### src/rtl/cpu_fetch_unit_if.sv
// Fetch-stage bus: program ROM port, instruction hand-off to the ALU datapath,
// and the redirect/stall controls coming back from the execute side.
interface cpu_fetch_unit_if #(
  parameter int PC_WIDTH = 9
);
  logic [PC_WIDTH-1:0] prog_addr;
  logic [11:0]         prog_data;
  logic [11:0]         instruction_out;
  logic                instr_valid;
  logic                stall;
  logic                skip_req;
  logic                pcl_write;
  logic [7:0]          pcl_data;
  logic [PC_WIDTH-1:0] pc_out;

  // Core side drives ROM stimulus and controls, observes fetch outputs.
  modport master (
    input  prog_addr, instruction_out, instr_valid, pc_out,
    output prog_data, stall, skip_req, pcl_write, pcl_data
  );

  // Fetch unit side.
  modport slave (
    output prog_addr, instruction_out, instr_valid, pc_out,
    input  prog_data, stall, skip_req, pcl_write, pcl_data
  );
endinterface

### src/rtl/cpu_fetch_unit.sv
// PIC10-style instruction fetch: program counter, 2-entry return stack and
// instruction register. GOTO/CALL/RETLW/PCL writes/skips redirect locally and
// leave a one-cycle bubble behind them.
module cpu_fetch_unit #(
  parameter int                  PC_WIDTH     = 9,
  parameter logic [PC_WIDTH-1:0] RESET_VECTOR = '1
) (
  input logic           clk,
  input logic           rst,
  cpu_fetch_unit_if.slave bus
);

  logic [PC_WIDTH-1:0] pc_q, pc_d;
  logic [11:0]         ir_q, ir_d;
  logic                ir_valid_q, ir_valid_d;
  logic [PC_WIDTH-1:0] stack1_q, stack1_d;
  logic [PC_WIDTH-1:0] stack2_q, stack2_d;

  logic [PC_WIDTH-1:0] pc_inc;
  logic                is_goto, is_call, is_retlw;

  assign pc_inc   = pc_q + 1'b1;
  assign is_goto  = (ir_q[11:9] == 3'b101);
  assign is_call  = (ir_q[11:8] == 4'b1001);
  assign is_retlw = (ir_q[11:8] == 4'b1000);

  // Next fetch state: sequential advance unless a valid instruction redirects.
  always_comb begin
    pc_d       = pc_q;
    ir_d       = ir_q;
    ir_valid_d = ir_valid_q;
    stack1_d   = stack1_q;
    stack2_d   = stack2_q;
    if (!bus.stall) begin
      ir_d       = bus.prog_data;
      ir_valid_d = 1'b1;
      pc_d       = pc_inc;
      // A bubble never redirects, so two redirects cannot follow each other.
      if (ir_valid_q) begin
        if (is_goto) begin
          pc_d       = PC_WIDTH'(ir_q[8:0]);
          ir_valid_d = 1'b0;
        end else if (is_call) begin
          stack2_d   = stack1_q;
          stack1_d   = pc_q;
          pc_d       = PC_WIDTH'({1'b0, ir_q[7:0]});
          ir_valid_d = 1'b0;
        end else if (is_retlw) begin
          pc_d       = stack1_q;
          stack1_d   = stack2_q;
          ir_valid_d = 1'b0;
        end else if (bus.pcl_write) begin
          pc_d       = PC_WIDTH'(bus.pcl_data);
          ir_valid_d = 1'b0;
        end else if (bus.skip_req) begin
          ir_valid_d = 1'b0;
        end
      end
    end
  end

  // Fetch state registers; reset abandons any pending redirect or stall.
  always_ff @(posedge clk or negedge rst) begin
    if (!rst) begin
      pc_q       <= RESET_VECTOR;
      ir_q       <= 12'h000;
      ir_valid_q <= 1'b0;
      stack1_q   <= '0;
      stack2_q   <= '0;
    end else begin
      pc_q       <= pc_d;
      ir_q       <= ir_d;
      ir_valid_q <= ir_valid_d;
      stack1_q   <= stack1_d;
      stack2_q   <= stack2_d;
    end
  end

  assign bus.prog_addr       = pc_q;
  assign bus.pc_out          = pc_q;
  assign bus.instr_valid     = ir_valid_q;
  assign bus.instruction_out = ir_valid_q ? ir_q : 12'h000;

endmodule

### src/flat_wrapper.sv
// flat-port wrapper written by rule: the top's interface ports become plain ports
module cpu_fetch_unit_flat 
#(
  parameter int                  PC_WIDTH     = 9,
  parameter logic [PC_WIDTH-1:0] RESET_VECTOR = '1
)
  (clk, rst, bus_prog_addr, bus_instruction_out, bus_instr_valid, bus_pc_out, bus_prog_data, bus_stall, bus_skip_req, bus_pcl_write, bus_pcl_data);
  cpu_fetch_unit_if #(.PC_WIDTH(PC_WIDTH)) bus_i ();
  input logic clk;
  input logic rst;
  output wire logic [$bits(bus_i.prog_addr)-1:0] bus_prog_addr;
  output wire logic [$bits(bus_i.instruction_out)-1:0] bus_instruction_out;
  output wire logic [$bits(bus_i.instr_valid)-1:0] bus_instr_valid;
  output wire logic [$bits(bus_i.pc_out)-1:0] bus_pc_out;
  input wire logic [$bits(bus_i.prog_data)-1:0] bus_prog_data;
  input wire logic [$bits(bus_i.stall)-1:0] bus_stall;
  input wire logic [$bits(bus_i.skip_req)-1:0] bus_skip_req;
  input wire logic [$bits(bus_i.pcl_write)-1:0] bus_pcl_write;
  input wire logic [$bits(bus_i.pcl_data)-1:0] bus_pcl_data;
  assign bus_prog_addr = bus_i.prog_addr;
  assign bus_instruction_out = bus_i.instruction_out;
  assign bus_instr_valid = bus_i.instr_valid;
  assign bus_pc_out = bus_i.pc_out;
  assign bus_i.prog_data = bus_prog_data;
  assign bus_i.stall = bus_stall;
  assign bus_i.skip_req = bus_skip_req;
  assign bus_i.pcl_write = bus_pcl_write;
  assign bus_i.pcl_data = bus_pcl_data;
  cpu_fetch_unit #(.PC_WIDTH(PC_WIDTH), .RESET_VECTOR(RESET_VECTOR)) u_core (.clk(clk), .rst(rst), .bus(bus_i));
endmodule
### config.mk
export PLATFORM = sky130hd
export DESIGN_NAME = cpu_fetch_unit_flat
export DESIGN_NICKNAME = d
export VERILOG_FILES = /design/src/rtl/cpu_fetch_unit_if.sv /design/src/rtl/cpu_fetch_unit.sv /design/src/flat_wrapper.sv
export SDC_FILE = /design/constraint.sdc
export NUM_CORES = 1
export LEC_CHECK = 0
export ABC_AREA = 1
export ABC_CLOCK_PERIOD_IN_PS = 2910
export CORE_MARGIN = 2
export CORE_UTILIZATION = 29
export DETAILED_ROUTE_END_ITERATION = 8
export DONT_BUFFER_PORTS = 1
export GPL_TIMING_DRIVEN = 0
export PLACE_DENSITY = 0.53
export SYNTH_ARGS = -nofsm -noshare
export SYNTH_HDL_FRONTEND = slang
export SYNTH_SLANG_ARGS = --single-unit
### constraint.sdc
create_clock -name clk -period 2.91 [get_ports clk]
set_input_delay 0.7275 -clock clk [delete_from_list [all_inputs] [get_ports clk]]
set_output_delay 0.7275 -clock clk [all_outputs]
set_load 0.005 [all_outputs]
Word-level counts from Yosys, hierarchy flattened

Cells that the tools add are included.

Output and inout port bits: 31
Flip-flop bits (word level): 40
Memory bits (read-only): 0
Memories: 0
Logic and storage cells: 28
Bits of input ports: 25
Bits in latches: 0
Memory bits (writable): 0

Bitwise gates (word level): 2
Shifts and indexed selects: 0
Reductions and logical operators: 3
$mul: 0
Multiplexer cells: 14
Div/mod/pow operators: 0
Equality and inequality tests: 3
$add $sub $neg: 1
Order comparisons: 0

Operators with widths:

| operator              | count |
|---|---|
| $mux W9               | 7 |
| $mux W12              | 1 |
| $add A9 B1 Y9 const B | 1 |
| $eq A4 B4 Y1 const B  | 2 |
| $reduce_and A4 Y1     | 2 |
| $mux W1               | 6 |
| $eq A3 B3 Y1 const B  | 1 |
| $not A1 Y1            | 2 |
| $reduce_bool A2 Y1    | 1 |

Longest topological paths before layout

Depth in word-level cells: 6
Gate-level depth with buffers: 12
Depth with buffers taken out: 12

Worst setup path before layout

No wires, ideal clock.

Kind: register to output
Start: register u_core.ir_valid_q (netlist: u_core.bus.instr_valid)
End: output bus_instruction_out[6]
Setup slack: 1.264 ns
Data required time: 2.183 ns
Buffers on the path: 2
Cell stages (with the launch flop): 5
Arrival: 0.919 ns
Cell sequence: dfrtp_1 > buf_2 > clkbuf_1 > nand2_1 > inv_1

Cells in the longest elaborated chain, start to end: 1

Ends and longest elaborated chain:

| item                   | line                 | text |
|---|---|---|
| from (decl)            | cpu_fetch_unit.sv:15 | `logic ir_valid_q, ir_valid_d;` |
| from (signal assigned) | cpu_fetch_unit.sv:73 | `ir_valid_q <= ir_valid_d;` |
| $mux W12               | cpu_fetch_unit.sv:82 | `assign bus.instruction_out = ir_valid_q ? ir_q : 12'h000;` |
| to (decl)              | flat_wrapper.sv:12   | `output wire logic [$bits(bus_i.instruction_out)-1:0] bus_instruction_out;` |

Every way passes these cells.

Worst setup path after layout

Start: register u_core.ir_valid_q (netlist: u_core.bus.instr_valid)
End: output bus_instruction_out[7]

Same word-level chain as after synthesis.

==> qor.yml <==
ys_warn_count: 0
synth_top_area_share_pct: 31.1
p_per_area_nw_per_um2: 714
wl_met3_um: 337
status: "finished clean"
first_global_vias: 2141
cts_root_buf: "clkbuf_8"
htreeDepth: 2
syn_nets: 374
crit_path_top_delay_cell: "clkbuf_1"
cts.path.max_buffers: 2
design_area_sq_um: 2710
clkPwrFrac_pct: 20.4
drc: 0
cts_tree: "yes"
grt_pass1_wl_um: 11000
tns_ns: 0
die_y_um: 96.7
gr-total-overflow: 0
tightest_slew_ns: 0.528
synth.top_cells.by_area: "dfrtp_1 31%, nand2_1 18%, dfstp_2 9.5%, inv_1 6.8%, o21ai_0 5.4%"
synth.distinct_cells: 30
cts.sinks: 40
fmax_mhz: 434
synth_top_cell_by_area: "dfrtp_1"
antenna_cells: 0
fin_crit_sh_pct: 79.2
routedWlPerCell_um: 14.4
port_buffers: 0
ant_nets: 0
crit_path_end_kind: "primary output"
antenna_found_initial: 0
synth.top_cells.by_count: "121 x nand2_1, 45 x inv_1, 31 x dfrtp_1, 27 x o21ai_0, 25 x nor2_1"
wl_met2_um: 2950
synth_cells: 348
start_util_pct: 30.2
dpl_cell_area_sq_um: 2620
required_ns: 2.18
yosysSeqAreaShare_pct: 40.6
net-switching-power_mw: 0.742
clkLatencyLatePin_ns: 0.29
critical_path_buf_inv_count: 3
cp_top_family: "buffers and inverters"
highest_layer: "met4"
grt_use_total_pct: 14.6
die-area_sq_um: 9350
gp_congestion: 0.805
pre_cts_ws_ns: 0.900
avgSynthCellArea_sq_um: 7.16
rsz0062_at_grt: "false"
cts_buffers: 5
cap_violations: 0
dp_cells: 453
cp_data_arrival_time_ns: 1.58
critPathMaxFanout: 10
p_leak_nw: 1.41
slowest_delay_ns: 0.44
comb_power_share_pct: 32.6
viasPerCell: 4.72
min_path_type: "primary input to asynchronous set/reset pin"
initialDrtViolationCount: 156
finalSetupViolCount: 0
power_mw: 1.94
core_sq_um: 8260
final.setup.worst_slack_ns: 0.605
yosysMostFrequentCell: "nand2_1"
drt-total-wl_um: 6620
cts_hold_buffers: 0
syn_area_sq_um: 2490
stdcell_count: 461
async_flop_share_pct: 100
irDropWorstVdd_mv: 0.222
power_frac_seq_pct: 46.9
drive_above_1_share_pct: 15.4
relSlewSlack_pct: 64.8
wl_met1_um: 3320
ys.flop_type: "dfrtp_1"
period_needed_ns: 2.30
swShare_pct: 38.3
post_cts_buffers: 0
fp-row-count: 33
io_pins: 56
final_nets: 381
ys_ff_latch: 40
internal-power_mw: 1.20
maxSlewViolCount: 0
syn_to_final_growth_pct: 8.89
finClkSkew_ns: 0.00358
hold_violations: 0
vias: 2176
cp-start-kind: "flip-flop"
crit_chain: "buf_2 > clkbuf_1 > nand2_1 > inv_1"
hpwlAfterDp_um: 5040
drt_first_pass_iters: 4
synth_edf_count: 0
cts_resized: 0
timing.hold.ws_ns: 0.117
fin_util_pct: 32.9
grt_max_degree: 41
die_w_um: 96.7
path_clk_slew_ns: 0.08
worstSetupPathType: "flip-flop to primary output"
[power by group through the flow]
stage / clock, mW / sequential (mW) / combinational [mW]
detailed placement: 0 / 0.926 / 0.637
finish: 0.396 / 0.910 / 0.633
global placement: 0 / 0.920 / 0.628
floorplan: 0 / 0.858 / 0.528
global route: 0.426 / 0.937 / 0.737
CTS: 0.407 / 0.916 / 0.639
[path summary, 6_finish.rpt]
check,start,end,slack (ns),depth (start not counted)
min in group clk,u_core.stack2_q[3],u_core.stack2_q[3],0.48,2
worst max-delay path,u_core.bus.instr_valid,bus_instruction_out[7],0.61,4
worst max register to register,u_core.bus.pc_out[1],u_core.bus.pc_out[6],1.19,8
max in group asynchronous,rst,u_core.bus.pc_out[4],2.61,0
worst min register to register,u_core.stack2_q[3],u_core.stack2_q[3],0.48,2
worst min-delay path,rst,u_core.ir_q[10],0.12,0
[routing by layer]
| layer | global-route usage, % | up-vias |
|---|---|---|
| met4 | 1.95 | 0 |
| met2 | 22.8 | 54 |
| met1 | 20.7 | 1027 |
| met3 | 4.12 | 2 |
| met5 | 0 | - |
| li1 | - | 1093 |
[registers in the layout, summed over array words and instances, names as in the netlist]
| name | count |
|---|---|
| u_core.stack2_q | 9 |
| u_core.bus.instr_valid | 1 |
| u_core.ir_q | 12 |
| u_core.stack1_q | 9 |
| u_core.bus.pc_out | 9 |
[cell usage in the layout, fill, tap and decap left out, drive strengths merged]
cell type	n
a21oi	14
nor3	1
buf	17
dfrtp	31
clkbuf	14
xor2	2
a22oi	2
nor2	28
nand3	12
a31oi	1
o22ai	5
o31ai	1
nand2	126
inv	48
o211ai	3
ha	1
o21ai	41
dfstp	9
[cells by family after synthesis]
group,share of synthesized area [%]
simple gates,28.3
compound gates,16.0
xor+xnor,0.703
buf+inv,13.9
fa+ha+maj,0.502
flops,40.6
[area by class of cell]
cell class,instances,area (sq um)
Fill cell,939,5540
Multi-Input combinational cell,237,1130
Sequential cell,40,1010
Inverter,48,180
Buffer,23,166
Tap cell,105,131
Clock buffer,8,90.1
Power figures use the tool's default switching activity.
